### src/rtl/can_timing_ctrl_pkg.sv
// Shared types for the CAN bit-timing controller.
// Holds the FSM state enum, the reg2tim bundle and the integration constant.
package can_timing_ctrl_pkg;

  localparam int CAN_INTEG_BITS = 11;

  typedef enum logic [1:0] {
    TC_HOLD,
    TC_INTEG,
    TC_BUS_ON,
    TC_WAIT_IDLE
  } type_tim_ctrl_state_e;

  typedef struct packed {
    logic [5:0] baud_prescaler;
    logic [3:0] tseg1;
    logic [2:0] tseg2;
    logic [1:0] sjw;
  } type_reg2tim_s;

endpackage

### src/rtl/can_timing_cfg_check.sv
// Combinational validity check of a bit-timing set.
// Ports: cfg_i (set under test), valid_o (1 = set may be applied).
module can_timing_cfg_check
  import can_timing_ctrl_pkg::*;
(
  input  type_reg2tim_s cfg_i,
  output logic          valid_o
);

  logic t1_ok;
  logic t2_ok;
  logic sjw_ok;
  logic ord_ok;

  assign t1_ok  = (cfg_i.tseg1 != 4'd0);
  assign t2_ok  = (cfg_i.tseg2 != 3'd0);
  assign sjw_ok = ({1'b0, cfg_i.sjw} <= cfg_i.tseg2);
  assign ord_ok = (cfg_i.tseg1 >= {1'b0, cfg_i.tseg2});

  assign valid_o = t1_ok & t2_ok & sjw_ok & ord_ok;

endmodule

### src/rtl/can_timing_ctrl.sv
// Sequences bit-timing changes: validate, defer to idle, hold, re-integrate.
// Ports: cfg req/ack handshake, bus status, sample strobe, reg2tim/tim_rst_n/bus_on out.
module can_timing_ctrl
  import can_timing_ctrl_pkg::*;
#(
  parameter int         HOLD_CYCLES = 4,
  parameter int         INTEG_BITS  = CAN_INTEG_BITS,
  parameter logic [5:0] DEF_PRESC   = 6'd0,
  parameter logic [3:0] DEF_TSEG1   = 4'd5,
  parameter logic [2:0] DEF_TSEG2   = 3'd2,
  parameter logic [1:0] DEF_SJW     = 2'd1
) (
  input  logic          clk,
  input  logic          rst_n,
  input  logic          cfg_req_i,
  input  logic [5:0]    cfg_presc_i,
  input  logic [3:0]    cfg_tseg1_i,
  input  logic [2:0]    cfg_tseg2_i,
  input  logic [1:0]    cfg_sjw_i,
  output logic          cfg_ack_o,
  output logic          cfg_err_o,
  input  logic          rx_idle_i,
  input  logic          tx_busy_i,
  input  logic          sample_point_i,
  input  logic          sampled_bit_i,
  output type_reg2tim_s reg2tim_o,
  output logic          tim_rst_n_o,
  output logic          bus_on_o
);

  localparam int HW = (HOLD_CYCLES > 1) ? $clog2(HOLD_CYCLES) : 1;
  localparam int IW = $clog2(INTEG_BITS + 1);
  localparam logic [HW-1:0] HOLD_INIT = HW'(HOLD_CYCLES - 1);
  localparam logic [IW-1:0] INTEG_LAST = IW'(INTEG_BITS - 1);
  localparam logic [IW-1:0] INTEG_MAX = IW'(INTEG_BITS);

  localparam type_reg2tim_s DEF_CFG = '{
    baud_prescaler: DEF_PRESC,
    tseg1:          DEF_TSEG1,
    tseg2:          DEF_TSEG2,
    sjw:            DEF_SJW
  };

  type_tim_ctrl_state_e state;
  logic [HW-1:0] hold_cnt;
  logic [IW-1:0] integ_cnt;
  logic          req_seen;
  logic          pend;
  type_reg2tim_s shadow;
  type_reg2tim_s reg2tim_q;
  logic          tim_rst_q;
  logic          bus_on_q;
  logic          ack_q;
  logic          err_q;

  type_reg2tim_s cfg_in;
  logic          cfg_ok;
  logic          accept;

  assign cfg_in = '{
    baud_prescaler: cfg_presc_i,
    tseg1:          cfg_tseg1_i,
    tseg2:          cfg_tseg2_i,
    sjw:            cfg_sjw_i
  };

  can_timing_cfg_check u_chk (
    .cfg_i   (cfg_in),
    .valid_o (cfg_ok)
  );

  // Requests are only taken while the node is running,
  // and only once per rising level of cfg_req_i.
  assign accept = cfg_req_i & ~req_seen &
                  ((state == TC_INTEG) | (state == TC_BUS_ON));

  always_ff @(posedge clk) begin
    if (!rst_n) begin
      state     <= TC_HOLD;
      hold_cnt  <= HOLD_INIT;
      integ_cnt <= '0;
      req_seen  <= 1'b0;
      pend      <= 1'b0;
      shadow    <= DEF_CFG;
      reg2tim_q <= DEF_CFG;
      tim_rst_q <= 1'b0;
      bus_on_q  <= 1'b0;
      ack_q     <= 1'b0;
      err_q     <= 1'b0;
    end else begin
      ack_q <= 1'b0;
      err_q <= 1'b0;

      if (!cfg_req_i) begin
        req_seen <= 1'b0;
      end else if (accept) begin
        req_seen <= 1'b1;
      end

      case (state)
        TC_HOLD: begin
          if (hold_cnt == '0) begin
            state     <= TC_INTEG;
            tim_rst_q <= 1'b1;
            integ_cnt <= '0;
            if (pend) begin
              ack_q <= 1'b1;
              pend  <= 1'b0;
            end
          end else begin
            hold_cnt <= hold_cnt - 1'b1;
          end
        end

        TC_INTEG: begin
          if (accept && cfg_ok) begin
            shadow    <= cfg_in;
            reg2tim_q <= cfg_in;
            pend      <= 1'b1;
            state     <= TC_HOLD;
            hold_cnt  <= HOLD_INIT;
            tim_rst_q <= 1'b0;
          end else begin
            if (accept) begin
              ack_q <= 1'b1;
              err_q <= 1'b1;
            end
            if (sample_point_i) begin
              if (!sampled_bit_i) begin
                integ_cnt <= '0;
              end else if (integ_cnt == INTEG_LAST) begin
                integ_cnt <= INTEG_MAX;
                state     <= TC_BUS_ON;
                bus_on_q  <= 1'b1;
              end else if (integ_cnt != INTEG_MAX) begin
                integ_cnt <= integ_cnt + 1'b1;
              end
            end
          end
        end

        TC_BUS_ON: begin
          if (accept && cfg_ok) begin
            shadow <= cfg_in;
            pend   <= 1'b1;
            state  <= TC_WAIT_IDLE;
          end else if (accept) begin
            ack_q <= 1'b1;
            err_q <= 1'b1;
          end
        end

        TC_WAIT_IDLE: begin
          if (rx_idle_i && !tx_busy_i) begin
            state     <= TC_HOLD;
            reg2tim_q <= shadow;
            hold_cnt  <= HOLD_INIT;
            bus_on_q  <= 1'b0;
            tim_rst_q <= 1'b0;
          end
        end

        default: state <= TC_HOLD;
      endcase
    end
  end

  assign cfg_ack_o   = ack_q;
  assign cfg_err_o   = err_q;
  assign reg2tim_o   = reg2tim_q;
  assign tim_rst_n_o = tim_rst_q & rst_n;
  assign bus_on_o    = bus_on_q;

endmodule

### config.mk
export PLATFORM = sky130hd
export DESIGN_NAME = can_timing_ctrl
export DESIGN_NICKNAME = d
export VERILOG_FILES = /design/src/rtl/can_timing_ctrl_pkg.sv /design/src/rtl/can_timing_cfg_check.sv /design/src/rtl/can_timing_ctrl.sv
export SDC_FILE = /design/constraint.sdc
export NUM_CORES = 1
export LEC_CHECK = 0
export CORE_UTILIZATION = 59
export CTS_BUF_LIST = sky130_fd_sc_hd__clkbuf_4 sky130_fd_sc_hd__clkbuf_8
export CTS_CLUSTER_SIZE = 20
export DETAILED_ROUTE_END_ITERATION = 10
export GPL_ROUTABILITY_DRIVEN = 0
export PLACE_DENSITY_LB_ADDON = 0.1
export SLEW_MARGIN = 20
export SYNTH_ARGS = -nofsm -noshare
export SYNTH_HDL_FRONTEND = slang
export SYNTH_SLANG_ARGS = --single-unit
### constraint.sdc
create_clock -name clk -period 3.6 [get_ports clk]
set_input_delay 0.72 -clock clk [delete_from_list [all_inputs] [get_ports clk]]
set_output_delay 0.72 -clock clk [all_outputs]
set_load 0.1 [all_outputs]
# ---- Word level (Yosys, flattened, before mapping)
# Cells that the tools add are included.
# W data, S select, Z words.
dict set report word_totals {
  register_bits 44
  output_inout_bits 19
  wordCells 108
}
dict set report op_classes {
  addsub 2
  n_lt_le_gt_ge 2
  n_eq_ne 19
  muxes 38
  bitwise_logic 8
  reduce_logical 22
}
# op count
set op_table {}
lappend op_table {{$mux W15} 2}
lappend op_table {{$pmux W15 S2} 1}
lappend op_table {{$mux W4} 6}
lappend op_table {{$mux W2} 9}
lappend op_table {{$mux W1} 13}
lappend op_table {{$ne A2 B2 Y1 const B} 6}
lappend op_table {{$reduce_and A6 Y1} 2}
lappend op_table {{$ne A2 B1 Y1 const B} 4}
lappend op_table {{$pmux W2 S4} 1}
lappend op_table {{$pmux W4 S2} 1}
lappend op_table {{$reduce_and A4 Y1} 2}
lappend op_table {{$and A1 B1 Y1} 6}
lappend op_table {{$ne A3 B2 Y1 const B} 2}
lappend op_table {{$pmux W1 S2} 3}
lappend op_table {{$pmux W2 S3} 1}
lappend op_table {{$reduce_and A2 Y1} 3}
lappend op_table {{$reduce_and A3 Y1} 2}
lappend op_table {{$reduce_bool A2 Y1} 3}
lappend op_table {{$reduce_bool A3 Y1} 2}
lappend op_table {{$reduce_and A5 Y1} 1}
lappend op_table {{$add A4 B1 Y4 const B} 1}
lappend op_table {{$eq A2 B2 Y1 const B} 2}
lappend op_table {{$eq A4 B4 Y1 const B} 1}
lappend op_table {{$ge A4 B3 Y1} 1}
lappend op_table {{14 further kinds} 16}

# ---- Depth between registers and ports, before layout
# Gate-level depths: netlist of run 1.
dict set report depth {
  ltp_word 7
  mapped_depth 9
}

# ---- Cells and area by module
# Synthesis of run 1 repeated with hierarchy kept, for this count alone.
dict set report unflattened {
  cells_unflattened 258
  area_unflattened_um2 2287.2
}
# mod n_inst cells_each area_each_um2 seq_area_each_um2
set modules_own_cells {}
lappend modules_own_cells {can_timing_ctrl 1 239 2154.6 880.8}
lappend modules_own_cells {can_timing_cfg_check 1 19 132.6 0.0}

# ---- Worst setup path after synthesis of run 1
# Ideal clock, no wire load.
dict set report synth_timing {
  kind {in2out}
  from {in rst_n}
  to {out tim_rst_n_o}
  t_arrival_ps 1752
  path_slack_ps 1128
  path_stages 2
  path_buffers 1
  cell_sequence {clkbuf_1 > and2_1}
}
dict set report synth_between {
  elab_chain_len 1
}
# element line_no
set synth_rtl {}
lappend synth_rtl {{start, declared} can_timing_ctrl.sv:14} ;# input logic rst_n,
lappend synth_rtl {{$and A1 B1 Y1} can_timing_ctrl.sv:171} ;# assign tim_rst_n_o = tim_rst_q & rst_n;
lappend synth_rtl {{end, declared} can_timing_ctrl.sv:27} ;# output logic tim_rst_n_o,
# Every way passes these cells.

# ---- Final worst setup path of run 1
dict set report layout_timing {
  from {in cfg_tseg2_i[1]}
  to {reg reg2tim_q (netlist bit reg2tim_o[10])}
}
dict set report layout_between {
  elab_chain_len 7
  word_cells_on_any_way 9
  classes_between {order compare: 2; eq/ne: 1; bitwise: 3; reduce/logical: 3}
}
# element line_no
set layout_rtl {}
lappend layout_rtl {{start, declared} can_timing_ctrl.sv:18} ;# input logic [2:0] cfg_tseg2_i,
lappend layout_rtl {{branches (longest 3 deep; another with $le A2 B3 Y1)} -}
lappend layout_rtl {{$and A1 B1 Y1 (*)} can_timing_cfg_check.sv:20} ;# assign valid_o = t1_ok & t2_ok & sjw_ok & ord_ok;
lappend layout_rtl {{$logic_and A1 B1 Y1 (*)} can_timing_ctrl.sv:116} ;# if (accept && cfg_ok) begin
lappend layout_rtl {{$ne A2 B1 Y1 (no line) (*)} -}
lappend layout_rtl {{$reduce_and A3 Y1 (no line) (*)} -}
lappend layout_rtl {{end signal, assigned} can_timing_ctrl.sv:118} ;# reg2tim_q <= cfg_in;
lappend layout_rtl {{end signal, assigned} can_timing_ctrl.sv:156} ;# reg2tim_q <= shadow;
lappend layout_rtl {{end, declared} can_timing_ctrl.sv:50} ;# type_reg2tim_s reg2tim_q;
# Every way passes the cells marked *.
# A chain may end at the register's enable or synchronous reset.

==> summary.txt, run 1 <==
GRT
  • Grt ovf: 0
  • GRT Resource Usage Total: about 28%
  • Pin count of the biggest net entering global routing: 25
  • Initial antenna violation count: 0
  • First-pass GRT wire length: ~9.2 mm
  • Vias in the first global route: between 2000 and 2500

Timing
  • RSZ-0062 raised after global routing: no
  • Setup_tns: 0 ps
  • Endpoints failing hold: 0
  • Final Cycle Share: slightly below 80%
  • Fmax: 351 MHz
  • Worst-margin pin slew: a little under 1000 ps
  • Clock skew: slightly below 7 ps
  • Worst relative slew slack: between 30% and 40%
  • Setup violations, final: 0
  • Fin. max-slew vios: 0
  • Crit path time final: about 2900 ps
  • Worst Slack Setup Final: 749 ps

Route
  • DRC viols: 0
  • Remaining antenna violation count: 0
  • Pre-Repair DR Iteration Count: 5
  • DRT iter0 DRCs: approximately 150
  • Vias: between 2000 and 2500
  • WL final: approximately 5.6 mm
  • Via/cell ratio: a little over 6
  • Wirelength per Cell: 16.1 um

Power and ir drop
  • Switching Share: ~37%
  • Flop pwr share: 39.8%
  • Maximum vdd drop: a little under 0.3 mV
  • Clock power frac: approximately 24%
  • Int Pwr: between 800 and 900 uW
  • Combinational Power Share: between 30 and 40%
  • Power Total: 1.39 mW
  • NetSw: approximately 510 uW
  • Power per cell area: 477 mW/mm^2
  • Leakage power total: 1.25 nW

Synthesis
  • Cell taking the most area after synthesis: dfxtp_1
  • Main area contributors after synthesis: dfxtp_1, mux2i_1, ha_1
  • Post-synth design cell area: roughly 0.0024 sq mm
  • Yosys top cell area share: roughly 37%
  • Mean Syn Cell Area: 9.05 sq um
  • Synth Net Count: 296
  • Flop and latch count out of synthesis: 44
  • Sequential area share after synthesis: 37.3%
  • Yosys warnings: 0
  • Synth Instances: ~260
  • Cell variety after synth: 44

Layout
  • Leading cell type in the layout, fill and taps excluded: dfxtp_1
  • Syn-to-layout area delta: 23.0%
  • Final core utilization: about 78%
  • NumNets Final: 335
  • Commonest non-fill, non-tap cells in the layout: dfxtp_1, nand2_1, clkdlybuf4s50_1
  • Share of post-route cells with drive strength above 1: 9.97%
  • ANT cells: 0
  • Final Cell Area: ~0.0029 sq mm

Worst setup path
  • CP Class: input port to register
  • Element type at the critical path start: input port
  • Required @ worst endpoint: 3790 ps
  • Reg2reg path depth: 6
  • Crit path arrival time: 3040 ps
  • CP Max Fanout: 23
  • FF-to-FF setup slack: 1050 ps
  • R2r endpoint: reg2tim_o[9]
  • CP Capture Type: register

Die
  • Die area: ~0.0043 sq mm
  • Initial Util: about 63%
  • Core area: between 0.003 and 0.004 sq mm
  • Ports: between 40 and 50
  • Die span in y: around 65 um
  • Die W: 65.3 um
  • Rows: 22

Clocking
  • CTS tree: done
  • Clock Path Buffers: 2
  • Post-CTS Setup Bufs: 0
  • Cell at the root of the clock tree: clkbuf_8
  • Worst-path clk slew: about 80 ps
  • Clk_lat worst skew: 300 ps
  • Inserted Clock Buffers: 5
  • CTS Hold Bufs: 0
  • Clk sinks: between 40 and 50
  • Cts repair resizes: 0
  • H-tree depth: 2

Worst hold path
  • Hold Crit Class: register to register
  • Hold EP: shadow[12]
  • Hold Path Depth: 2
  • Min-Delay Startpoint: shadow[12]

Status
  • Status: complete, no violations

Place
  • Placed cell areas: approximately 0.0028 sq mm
  • PortBufs: 40
  • Setup WS pre-CTS: around 500 ps
  • DP HPWL: 3.88 mm

Flow run
  • MaxCap Viol Count: 0
## how the worst max path moves through the flow
stage                     cells past startpoint            end  slack (ps)            from
final                                         9  reg2tim_o[10]         750  cfg_tseg2_i[1]
after global routing                          9  reg2tim_o[10]         660  cfg_tseg2_i[1]
after CTS                                     9   reg2tim_o[9]         790  cfg_tseg2_i[1]
after detailed placement                      9  reg2tim_o[10]         500  cfg_tseg2_i[1]
after global placement                        9   reg2tim_o[6]         550  cfg_tseg2_i[1]
after floorplan                               2    tim_rst_n_o        1130           rst_n
## registers in the layout, indices dropped and copies added, names as in the netlist, named ones only
register	count
cfg_err_o	1
integ_cnt	4
bus_on_o	1
state	1
tim_rst_q	1
hold_cnt	2
req_seen	1
pend	1
shadow	15
cfg_ack_o	1
reg2tim_o	15
## cell families (layout without fill, tap and decap cells)
logic type	Yosys count	in the layout	synth area share, %
buffers and inverters	28	68	5.46
adders and majority gates	13	13	6.89
AOI/OAI and AO/OA	71	71	23.5
muxes	20	20	8.47
and+or+nand+nor	85	85	18.4
DFF	44	44	37.3
## metal layers
layer	up-vias	global-route usage (%)	part of all wire, %
met5	-	0	0
met4	0	12.5	1.5
li1	1036	-	-
met1	1005	36.3	45
met2	76	44.8	47
met3	10	6.25	6.6
## through the flow
stage	hold slack, ps	std cells
after floorplan	436	261
after global placement	441	341
after detailed placement	446	341
after CTS	457	349
after global routing	485	349
final	457	349
## cells in the mapped netlist, drive strengths merged
cell and n:
o21ai 6, a221oi 1, nand4b 3, a2111oi 1
a311oi 1, buf 11, nor3 1, dfxtp 44
a31o 1, o31ai 1, and4b 4, o22ai 2
and2 2, nand3 5, nand4 5, nor2b 5
nand2b 2, a211oi 3, nand3b 2, o211ai 15
nand2 40, clkinv 1, nor2 10, and3 1
a31oi 4, o211a 13, o221a 2, and4 1
nor4 2, a21oi 19, mux2i 20, clkbuf 5
o31a 1, a21boi 1, ha 13, inv 11
or3 1, and3b 1
## cell type report
cell class                      instances  area (sq um)
Inverter                               12          45.0
Fill cell                             291           837
Clock buffer                            8          97.6
Timing Repair Buffer                   48           470
Tap cell                               48          60.1
Sequential cell                        44           881
Multi-Input combinational cell        189          1350
## critical path, cell delays in order
cell             delay (ps)
clkdlybuf4s50_1         510
inv_1                    90
ha_1                    310
nor2b_1                 140
o21ai_1                 270
and4_1                  360
buf_4                   330
o211ai_1                140
o211a_1                 160
## power groups by stage
stage	Sequential (mW)	Combinational, mW	Clock [mW]
CTS	0.551	0.489	0.340
finish	0.552	0.496	0.338
global placement	0.561	0.477	0
detailed placement	0.563	0.486	0
global route	0.557	0.537	0.359
floorplan	0.612	0.310	0
(Power assumes the default switching activity.)
==> inputs of run 2 (changes only) <==
--- a/config.mk
+++ b/config.mk
@@ -5,7 +5,7 @@
 export SDC_FILE = /design/constraint.sdc
 export NUM_CORES = 1
 export LEC_CHECK = 0
-export CORE_UTILIZATION = 59
+export CORE_UTILIZATION = 49
 export CTS_BUF_LIST = sky130_fd_sc_hd__clkbuf_4 sky130_fd_sc_hd__clkbuf_8
 export CTS_CLUSTER_SIZE = 20
 export DETAILED_ROUTE_END_ITERATION = 10
==> constraint.sdc (replaced) <==
create_clock -name clk -period 2.59 [get_ports clk]
set_input_delay 0.518 -clock clk [delete_from_list [all_inputs] [get_ports clk]]
set_output_delay 0.518 -clock clk [all_outputs]
set_load 0.1 [all_outputs]
==> summary.txt, run 2 (same netlist as run 1, synthesis figures left out) <==
Status
  • Status: complete, no violations

Timing
  • Endpoints failing hold: 0
  • Final Cycle Share: 91.8%
  • Fin. max-slew vios: 0
  • Clock skew: 2.83 ps
  • RSZ-0062 raised after global routing: no
  • Setup violations, final: 0
  • Worst relative slew slack: 59.2%
  • Worst-margin pin slew: approximately 610 ps
  • Fmax: between 400 and 500 MHz
  • Crit path time final: around 2400 ps

Route
  • Via/cell ratio: between 5 and 6
  • Remaining antenna violation count: 0
  • DRC viols: 0
  • WL final: approximately 5.7 mm
  • Wirelength per Cell: 15.4 um
  • Pre-Repair DR Iteration Count: 4
  • Vias: around 2100
  • DRT iter0 DRCs: 92

Worst setup path
  • Slowest-stage cell, CP: clkdlybuf4s50_1
  • Crit path arrival time: ~2600 ps
  • FF-to-FF setup slack: ~460 ps
  • CP Class: input port to register
  • Crit-path cells: clkdlybuf4s50_1 -> inv_1 -> ha_1 -> nor2b_1 -> o21ai_1 -> nand4_2 -> a2111oi_0 -> nor2_1
  • Max incr delay on CP: about 480 ps
  • CP startpoint: cfg_tseg2_i[1]
  • CP Capture Type: register
  • Worst setup endpoint: tim_rst_q
  • CP Max Fanout: 5
  • R2r endpoint: tim_rst_q
  • Reg2reg start: state[0]
  • Element type at the critical path start: input port
  • Required @ worst endpoint: 2780 ps
  • Reg2reg path depth: 6

Clocking
  • Post-CTS Setup Bufs: 0
  • Cts repair resizes: 0
  • CTS Hold Bufs: 0
  • Inserted Clock Buffers: 5
  • Worst-path clk slew: around 90 ps
  • Clk_lat worst skew: 300 ps
  • H-tree depth: 2
  • CTS tree: done
  • Clk sinks: 44
  • Cell at the root of the clock tree: clkbuf_8
  • Clock Path Buffers: 2

Layout
  • Commonest non-fill, non-tap cells in the layout: dfxtp_1, buf_4, nand2_1
  • Post-Layout Cell Count: between 300 and 400
  • Leading cell type in the layout, fill and taps excluded: dfxtp_1
  • NumNets Final: 352
  • Share of post-route cells with drive strength above 1: 20.4%
  • ANT cells: 0
  • Syn-to-layout area delta: 28.0%

GRT
  • Initial antenna violation count: 0
  • Vias in the first global route: roughly 2000
  • Grt ovf: 0
  • Pin count of the biggest net entering global routing: 24
  • First-pass GRT wire length: 9.41 mm
  • GRT Resource Usage Total: 23.8%

Power and ir drop
  • Maximum vdd drop: around 0.53 mV
  • Power per cell area: approximately 670 mW/mm^2
  • Power Total: 2.03 mW
  • Leakage power total: about 1.4 nW

Place
  • PortBufs: 40
  • DP HPWL: slightly above 4 mm
  • Placed cells: between 300 and 400

Die
  • Rows: 24
  • Core area: 0.00450 sq mm
  • Die area: about 0.0051 sq mm
  • Ports: ~40
  • Die span in y: 71.4 um
  • Initial Util: between 50% and 60%
  • Die W: between 70 and 80 um

Flow run
  • MaxCap Viol Count: 0

Worst hold path
  • Hold Crit Class: register to register
[run 2: cell count changes in the layout (fill, tap and decap cells not counted), sizes merged]
cell,delta
buf,+35
bufinv,+1
clkbuf,-3
clkdlybuf4s50,-18
clkinvlp,+1
inv,+1
[run 2: worst max-delay path, delay by kind of cell]
| family | cells | cell delay [ps] |
|---|---|---|
| AOI/OAI and AO/OA | 2 | 730 |
| buffers and inverters | 2 | 550 |
| and+or+nand+nor | 3 | 460 |
| adders and majority gates | 1 | 310 |
[run 2: metrics by stage]
stage                     setup slack [ps]  cell area [sq um]  util (%)  hold WS, ps  TNS, ps
after CTS                              209               3020      67.1          459        0
after global placement               -90.9               2910      64.6          440     -177
after floorplan                        522               2360         -          436        0
final                                  211               3020      67.1          460        0
after global routing                  56.9               3020      67.1          484        0
after detailed placement             -99.6               2910      64.6          447     -340
[run 2: cell type report]
class | instances | area [sq um]
Multi-Input combinational cell | 189 | 1350
Clock buffer | 5 | 68.8
Tap cell | 52 | 65.1
Sequential cell | 44 | 881
Inverter | 12 | 45.0
Fill cell | 393 | 1480
Clock inverter | 3 | 46.3
Timing Repair Buffer | 65 | 566
[run 2: worst min-delay path by stage]
stage / startpoint / endpoint / slack (ps) / depth (start not counted)
after floorplan: shadow[10] / shadow[10] / 440 / 2
after global placement: shadow[13] / shadow[13] / 440 / 2
after detailed placement: shadow[4] / shadow[4] / 450 / 2
after CTS: shadow[8] / shadow[8] / 460 / 2
after global routing: shadow[4] / shadow[4] / 480 / 2
final: shadow[4] / shadow[4] / 460 / 2
[run 2: where the power goes]
part / internal, mW / leakage, nW / switching (mW)
clock: 0.291 / 0.0548 / 0.256
sequential: 0.733 / 0.356 / 0.0360
combinational: 0.266 / 0.959 / 0.450
total: 1.29 / 1.37 / 0.742
[run 2: per-layer routing]
layer	share of wire (%)	wire length, um	up-vias	GRT usage [%]
li1	-	-	1067	-
met2	44	2520	43	38.9
met3	3.9	225	9	3.94
met5	0	0	-	0
met1	50	2880	1013	32.5
met4	1.4	78	0	7.11
